`config.mk`:
```
export PLATFORM = sky130hd
export DESIGN_NAME = multiplier
export DESIGN_NICKNAME = d
export VERILOG_FILES = /design/src/rtl/multiplier.sv
export SDC_FILE = /design/constraint.sdc
export NUM_CORES = 1
export LEC_CHECK = 0
export CORE_MARGIN = 10
export CORE_UTILIZATION = 45
export CTS_BUF_LIST = sky130_fd_sc_hd__clkbuf_8
export DETAILED_ROUTE_END_ITERATION = 10
export DONT_BUFFER_PORTS = 1
export HOLD_SLACK_MARGIN = 0.03
export PLACE_DENSITY = 0.72
export SLEW_MARGIN = 25
export SYNTH_ARGS = -nofsm -noshare
export SYNTH_HDL_FRONTEND = slang
export SYNTH_SLANG_ARGS = --single-unit
```
`constraint.sdc`:
```
create_clock -name clk_i -period 9.88 [get_ports clk_i]
set_input_delay 0.988 -clock clk_i [delete_from_list [all_inputs] [get_ports clk_i]]
set_output_delay 0.988 -clock clk_i [all_outputs]
set_load 0.03 [all_outputs]
```
`src/rtl/multiplier.sv`:
```
// Sequential unsigned shift-add multiplier: one multiplier bit per clock,
// full 2*DATA_LENGTH-bit product held until the next operation completes.
module multiplier #(
  parameter int unsigned DATA_LENGTH = 64
) (
  input  logic                       clk_i,
  input  logic                       rst_ni,
  input  logic                       start_i,
  output logic                       busy_o,
  output logic                       finish_o,
  input  logic [DATA_LENGTH-1:0]     indata_a_i,
  input  logic [DATA_LENGTH-1:0]     indata_b_i,
  output logic [2*DATA_LENGTH-1:0]   outdata_r_o
);

  localparam int unsigned CNT_W = (DATA_LENGTH > 1) ? $clog2(DATA_LENGTH) : 1;
  localparam logic [CNT_W-1:0] LAST_CNT = CNT_W'(DATA_LENGTH - 1);

  typedef enum logic [1:0] {
    IDLE,
    RUN,
    DONE
  } state_e;

  state_e                    state_q, state_d;
  logic [2*DATA_LENGTH-1:0]  a_q, a_d;
  logic [DATA_LENGTH-1:0]    b_q, b_d;
  logic [2*DATA_LENGTH-1:0]  acc_q, acc_d;
  logic [CNT_W-1:0]          cnt_q, cnt_d;
  logic [2*DATA_LENGTH-1:0]  result_q, result_d;
  logic                      busy_q, busy_d;
  logic                      finish_q, finish_d;

  // NOTE: every variable gets a default first so no path leaves it unassigned (no latches).
  always_comb begin
    state_d  = state_q;
    a_d      = a_q;
    b_d      = b_q;
    acc_d    = acc_q;
    cnt_d    = cnt_q;
    result_d = result_q;
    busy_d   = 1'b0;
    finish_d = 1'b0;

    unique case (state_q)
      IDLE: begin
        if (start_i) begin
          a_d     = {{DATA_LENGTH{1'b0}}, indata_a_i};
          b_d     = indata_b_i;
          acc_d   = '0;
          cnt_d   = '0;
          state_d = RUN;
          busy_d  = 1'b1;
        end
      end
      RUN: begin
        // Shifting the multiplicand left each step is equivalent to adding a << counter.
        if (b_q[0]) acc_d = acc_q + a_q;
        a_d    = a_q << 1;
        b_d    = b_q >> 1;
        cnt_d  = cnt_q + 1'b1;
        busy_d = 1'b1;
        if (cnt_q == LAST_CNT) begin
          state_d  = DONE;
          result_d = acc_d;
          busy_d   = 1'b0;
          finish_d = 1'b1;
        end
      end
      DONE: begin
        state_d = IDLE;
      end
      default: begin
        state_d = IDLE;
      end
    endcase
  end

  // NOTE: sequential state uses non-blocking assignments so all flops update together.
  always_ff @(posedge clk_i or negedge rst_ni) begin
    if (!rst_ni) begin
      state_q  <= IDLE;
      a_q      <= '0;
      b_q      <= '0;
      acc_q    <= '0;
      cnt_q    <= '0;
      result_q <= '0;
      busy_q   <= 1'b0;
      finish_q <= 1'b0;
    end else begin
      state_q  <= state_d;
      a_q      <= a_d;
      b_q      <= b_d;
      acc_q    <= acc_d;
      cnt_q    <= cnt_d;
      result_q <= result_d;
      busy_q   <= busy_d;
      finish_q <= finish_d;
    end
  end

  assign busy_o      = busy_q;
  assign finish_o    = finish_q;
  assign outdata_r_o = result_q;

endmodule

```
Word level (Yosys, flattened, before mapping) --
Index checks and enable logic that the tools add are counted. Widths: inputs -> output; s select.
Word-level totals: register bits 458, input bits 131, output and inout port bits 130
Cells by class: add/subtract/negate cells 2, eq/ne operators 4, muxes and demuxes 17, reduce and logical (&&, ||, !) cells 5
Operator list (number):
- $pmux 128 s2 | 2
- $mux 128 | 3
- $add 128x128->128 | 1
- $pmux 64 s2 | 1
- $mux 64 | 1
- $pmux 6 s2 | 1
- $add 6x1->6 const B | 1
- $eq 6x6->1 const B | 1
- $mux 6 | 1
- $reduce_and 2->1 | 3
- $mux 1 | 4
- $mux 2 | 2
- $ne 2x2->1 const B | 2
- $pmux 2 s2 | 1
- $eq 2x1->1 const B | 1
- $logic_not 2->1 | 1
- $pmux 1 s2 | 1
- $reduce_bool 2->1 | 1

Depth between registers and ports, before layout --
depth in word-level cells 3, gate-level depth with buffers 14

Least setup slack after synthesis --
OpenSTA, ideal clock, no wires.
path type flip-flop to flip-flop, start point reg a_q[0], end point reg result_q[80] (netlist: outdata_r_o[80]), library setup time 65 ps, arrival 3219 ps, required time 9815 ps, path slack 6596 ps, cell stages (with the launch flop) 15, path buffers 0, cell sequence dfrtp_1 -> ha_1 -> inv_1 -> fa_1 -> nor2b_1 -> o211ai_1 -> a31oi_2 -> a2111oi_2 -> o21a_1 -> o31ai_1 -> a21oi_1 -> o41a_1 -> xor2_1 -> o211ai_1 -> o21a_1
On the way: word-level cells in the longest chain between the ends 2
Ends and longest elaborated chain:
- from (decl) | line 26 | logic [2*DATA_LENGTH-1:0] a_q, a_d;
- from (signal assigned) | line 83 | a_q <= '0;
- from (signal assigned) | line 92 | a_q <= a_d;
- $add 128x128->128 | line 58 | if (b_q[0]) acc_d = acc_q + a_q;
- $mux 128 | line 58
- to (signal assigned) | line 96 | result_q <= result_d;
- to (decl) | line 30 | logic [2*DATA_LENGTH-1:0] result_q, result_d;
No other way between the ends. A chain may end at the register's enable or synchronous reset.

Worst setup path after layout --
start point reg a_q[0], end point reg result_q[124] (netlist: outdata_r_o[124])
Same word-level chain as after synthesis.

==> impl_metrics.yaml <==
synth:
  synth_area_leaders: "dfrtp_1 42%, o21ai_0 7.7%, nand2_1 5.9%, ha_1 5.8%, a21oi_1 5.5%"
  netlist_area_um2: 27600
  yosys.area.top_type_share_pct: 41.5
  yosys.area.top_type: "dfrtp_1"
  ys_seq_area_share_pct: 41.5
  ys_seq_elements: 458
  synth_cell_types: 80
  ys_async_sr_fraction_pct: 100
  synth_cells: 3143
  synthFlopType: "dfrtp_1"
  syn_nets: 3403
  syn_avg_cell_area_um2: 8.78
  synth_enable_flop_cells: 0
  yosysWarnings: 0
floorplanning:
  initial_utilization_pct: 45.5
  die_h_um: 268
  fp.dieW_um: 268
  io_pins: 261
  rows: 90
  core-area_um2: 60600
  die_area_um2: 71600
drt:
  drtIter0Drc: 2154
  drt-pass1-iter-count: 6
  vias: 24061
  ant_nets: 0
  avgRoutedWirePerCell_um: 23.0
  viasPerCell: 6.21
  totalWireLength_um: 89200
  drc_errors: 0
finish:
  nets: 3291
  final_cell_area_um2: 29800
  final_core_util_pct: 49.2
  syn2layout_area_growth_pct: 7.94
  fillers: 5821
  drive_gt1_share_pct: 6.34
critical_path:
  start_kind: "flip-flop"
  cp-end-kind: "flip-flop"
  ff2ff_path_depth: 14
  arrival_ns: 5.20
  r2r_end: "outdata_r_o[124]"
  rr_startpoint: "a_q[0]"
  critPathMaxStageDelay_ns: 1.12
  path_class: "reg2reg"
  critPathBufInv: 1
  worstSetupStartpoint: "a_q[0]"
  crit_chain: "ha_1, inv_1, fa_1, nor2b_1, o211ai_1, a31oi_2, a2111oi_2, nor3_1, o2111ai_1, a2111oi_1, o21ai_0, a21oi_1, mux2i_1, nand2_1"
  crit_required_ns: 10.44
  slowest_stage: "a2111oi_1"
  r2r_setup_slack_ns: 5.23
  cp_max_fo: 6
  critPathTopFamily: "compound AO/OA/AOI/OAI gates"
flow_run:
  cap_violations: 0
sta:
  finalSetupViolations: 0
  whs_ns: 0.108
  slew-limit-headroom_pct: -9.37
  rsz0062_at_grt: "no"
  max_freq_ghz: 0.215
  fin_crit_ns: 4.65
  skew_ns: 0.0565
  setup_tns_ns: 0
  drv_slew: 135
  period_share_pct: 47.1
  hold_viol: 0
  worstMarginPinSlew_ns: 1.64
place:
  port_buffers: 0
  place_area_um2: 28000
  gp_congestion: 0.974
  hpwlAfterDp_um: 62400
run_status:
  status: "finished, violations left"
  violations: "max-slew violations"
global_routing:
  groute.layer.met1.usage_pct: 32.6
  grt-ovfl-total: 0
  grt_pass1_wl_um: 137000
  grt_max_degree: 262
  grt_usage_pct: 24.2
  grt.busiest_layer: "met2"
  gr-usage-met3_pct: 5.83
  grt_pass1_vias: 22703
  use_met2_pct: 37.2
  grt_antenna_before_repair: 11
power_and_ir_drop:
  power.switching_uw: 5240
  ir_worst_vdd_v: 0.000160
  seqPwrFrac_pct: 33.3
  combPwrFrac_pct: 49.2
  internal_power_uw: 5540
  leakage_uw: 0.0132
  clkPwrFrac_pct: 17.6
  power_density_nw_per_um2: 362
  p_sw_share_pct: 48.6
  power_uw: 10800
clocking:
  cts_tree: "yes"
  cts_resized: 0
  insertion_delay_ns: 0.71
  clk_pin_slew_ns: 0.06
  cts_setup_buffers: 0
  cts_buffers: 82
  clock-sinks: 458
  htreeDepth: 3
  cts.path.max_buffers: 3
  clockRootBuffer: "clkbuf_8"
hold_path:
  hp-class: "in2async"
==> layout make-up <==
| class | instances | area (µm²) | share of cell area, % |
|---|---|---|---|
| clock buffer | 102 | 1400 | 4.71 |
| timing repair buffer | 24 | 230 | 0.773 |
| antenna | 2 | 5.00 | 0.0168 |
| clock inverter | 44 | 325 | 1.09 |
| inverter | 36 | 135 | 0.454 |
| sequential | 458 | 11500 | 38.5 |
| tap | 782 | 978 | 3.29 |
| multi-input combinational | 2429 | 15200 | 51.1 |
==> power groups by stage <==
| stage | clock network [µW] | registers, µW | logic (µW) |
|---|---|---|---|
| after CTS | 1930 | 3590 | 5210 |
| final | 1890 | 3590 | 5300 |
| after global placement | 0 | 3590 | 5110 |
| after floorplan | 0 | 3360 | 3860 |
| after detailed placement | 0 | 3620 | 5170 |
| after global routing | 2020 | 3680 | 5800 |
==> synthesized netlist by cell type, types with 7 or more instances <==
| cell type | count |
|---|---|
| a211oi_1 | 10 |
| a21o_1 | 69 |
| a21oi_1 | 305 |
| a221o_1 | 7 |
| a221oi_1 | 8 |
| a22o_1 | 116 |
| a22oi_1 | 126 |
| a31o_2 | 7 |
| a31oi_1 | 18 |
| and3_1 | 35 |
| buf_1 | 13 |
| clkbuf_1 | 204 |
| dfrtp_1 | 458 |
| ha_1 | 128 |
| inv_1 | 35 |
| mux2i_1 | 73 |
| nand2_1 | 433 |
| nand2b_1 | 7 |
| nand3_1 | 29 |
| nand4_1 | 59 |
| nor2_1 | 143 |
| nor2b_1 | 74 |
| nor3_1 | 31 |
| nor4_1 | 10 |
| o211ai_1 | 19 |
| o21a_1 | 28 |
| o21ai_0 | 425 |
| o21bai_1 | 38 |
| o31ai_1 | 15 |
| or3_1 | 7 |
| xnor2_1 | 72 |
| xor2_1 | 52 |
==> per-stage QoR <==
stage / worst slack (ns) / std cells
after global routing: 5.02 / 3876
final: 5.23 / 3877
after floorplan: 6.60 / 3143
after CTS: 5.33 / 3874
after global placement: 5.49 / 3726
after detailed placement: 5.34 / 3726
==> how the worst max path moves through the flow <==
stage	end	slack, ns	cells after the start
after global routing	outdata_r_o[124]	5.02	14
final	outdata_r_o[124]	5.23	14
after CTS	outdata_r_o[124]	5.33	14
after global placement	acc_q[124]	5.49	14
after detailed placement	outdata_r_o[124]	5.34	14
after floorplan	outdata_r_o[80]	6.60	14
==> worst reg2reg max path: stages, from the launching register on <==
cell and delay (ns):
dfrtp_1 0.39, ha_1 0.19, inv_1 0.06, fa_1 0.40, nor2b_1 0.17, o211ai_1 0.15, a31oi_2 0.38, a2111oi_2 0.17
nor3_1 0.36, o2111ai_1 0.29, a2111oi_1 1.12, o21ai_0 0.24, a21oi_1 0.31, mux2i_1 0.25, nand2_1 0.07
==> cell families (layout without fill, tap and decap cells) <==
| kind of cell | after synthesis | count (layout) | share of synthesized area, % |
|---|---|---|---|
| AOI/OAI and AO/OA | 1241 | 1241 | 28.2 |
| muxes | 78 | 78 | 2.85 |
| adders and majority gates | 129 | 129 | 5.88 |
| other | 0 | 2 | 0 |
| xor gates and xnor gates | 124 | 124 | 3.94 |
| DFF | 458 | 458 | 41.5 |
| and+or+nand+nor | 857 | 857 | 14.1 |
| buffers and inverters | 256 | 206 | 3.51 |
==> state kept, by name, indices dropped and copies added, names as in the netlist <==
name	flops
a_q	128
acc_q	128
b_q	64
busy_o	1
cnt_q	6
finish_o	1
outdata_r_o	128
state_q	2
==> metal layers <==
metal | vias to the layer above | part of all wire, %
met5 | - | 0.15
met4 | 20 | 3.3
met2 | 880 | 45
met1 | 11729 | 43
met3 | 163 | 8.2
li1 | 11269 | -
==> cell usage in the layout (no fill, tap or decap), types with 7 or more instances in the layout <==
| cell type | n |
|---|---|
| dfrtp_1 | 455 |
| nand2_1 | 432 |
| o21ai_0 | 425 |
| a21oi_1 | 305 |
| nor2_1 | 141 |
| ha_1 | 128 |
| a22oi_1 | 126 |
| a22o_1 | 116 |
| clkbuf_8 | 102 |
| mux2i_1 | 73 |
| nor2b_1 | 72 |
| xnor2_1 | 72 |
| a21o_1 | 69 |
| nand4_1 | 59 |
| xor2_1 | 52 |
| inv_1 | 51 |
| o21bai_1 | 36 |
| and3_1 | 35 |
| nor3_1 | 31 |
| nand3_1 | 29 |
| o21a_1 | 28 |
| o211ai_1 | 19 |
| buf_4 | 19 |
| a31oi_1 | 18 |
| o31ai_1 | 15 |
| clkinv_2 | 15 |
| nor4_1 | 10 |
| a211oi_1 | 10 |
| a221oi_1 | 8 |
| a31o_2 | 7 |
| or3_1 | 7 |
| a221o_1 | 7 |
==> timing repair <==
item,in CTS,in global routing
endpoints found under the setup margin,0,0
endpoints found under the hold margin,192,0
hold buffers,2,0
(Power assumes the default switching activity.)
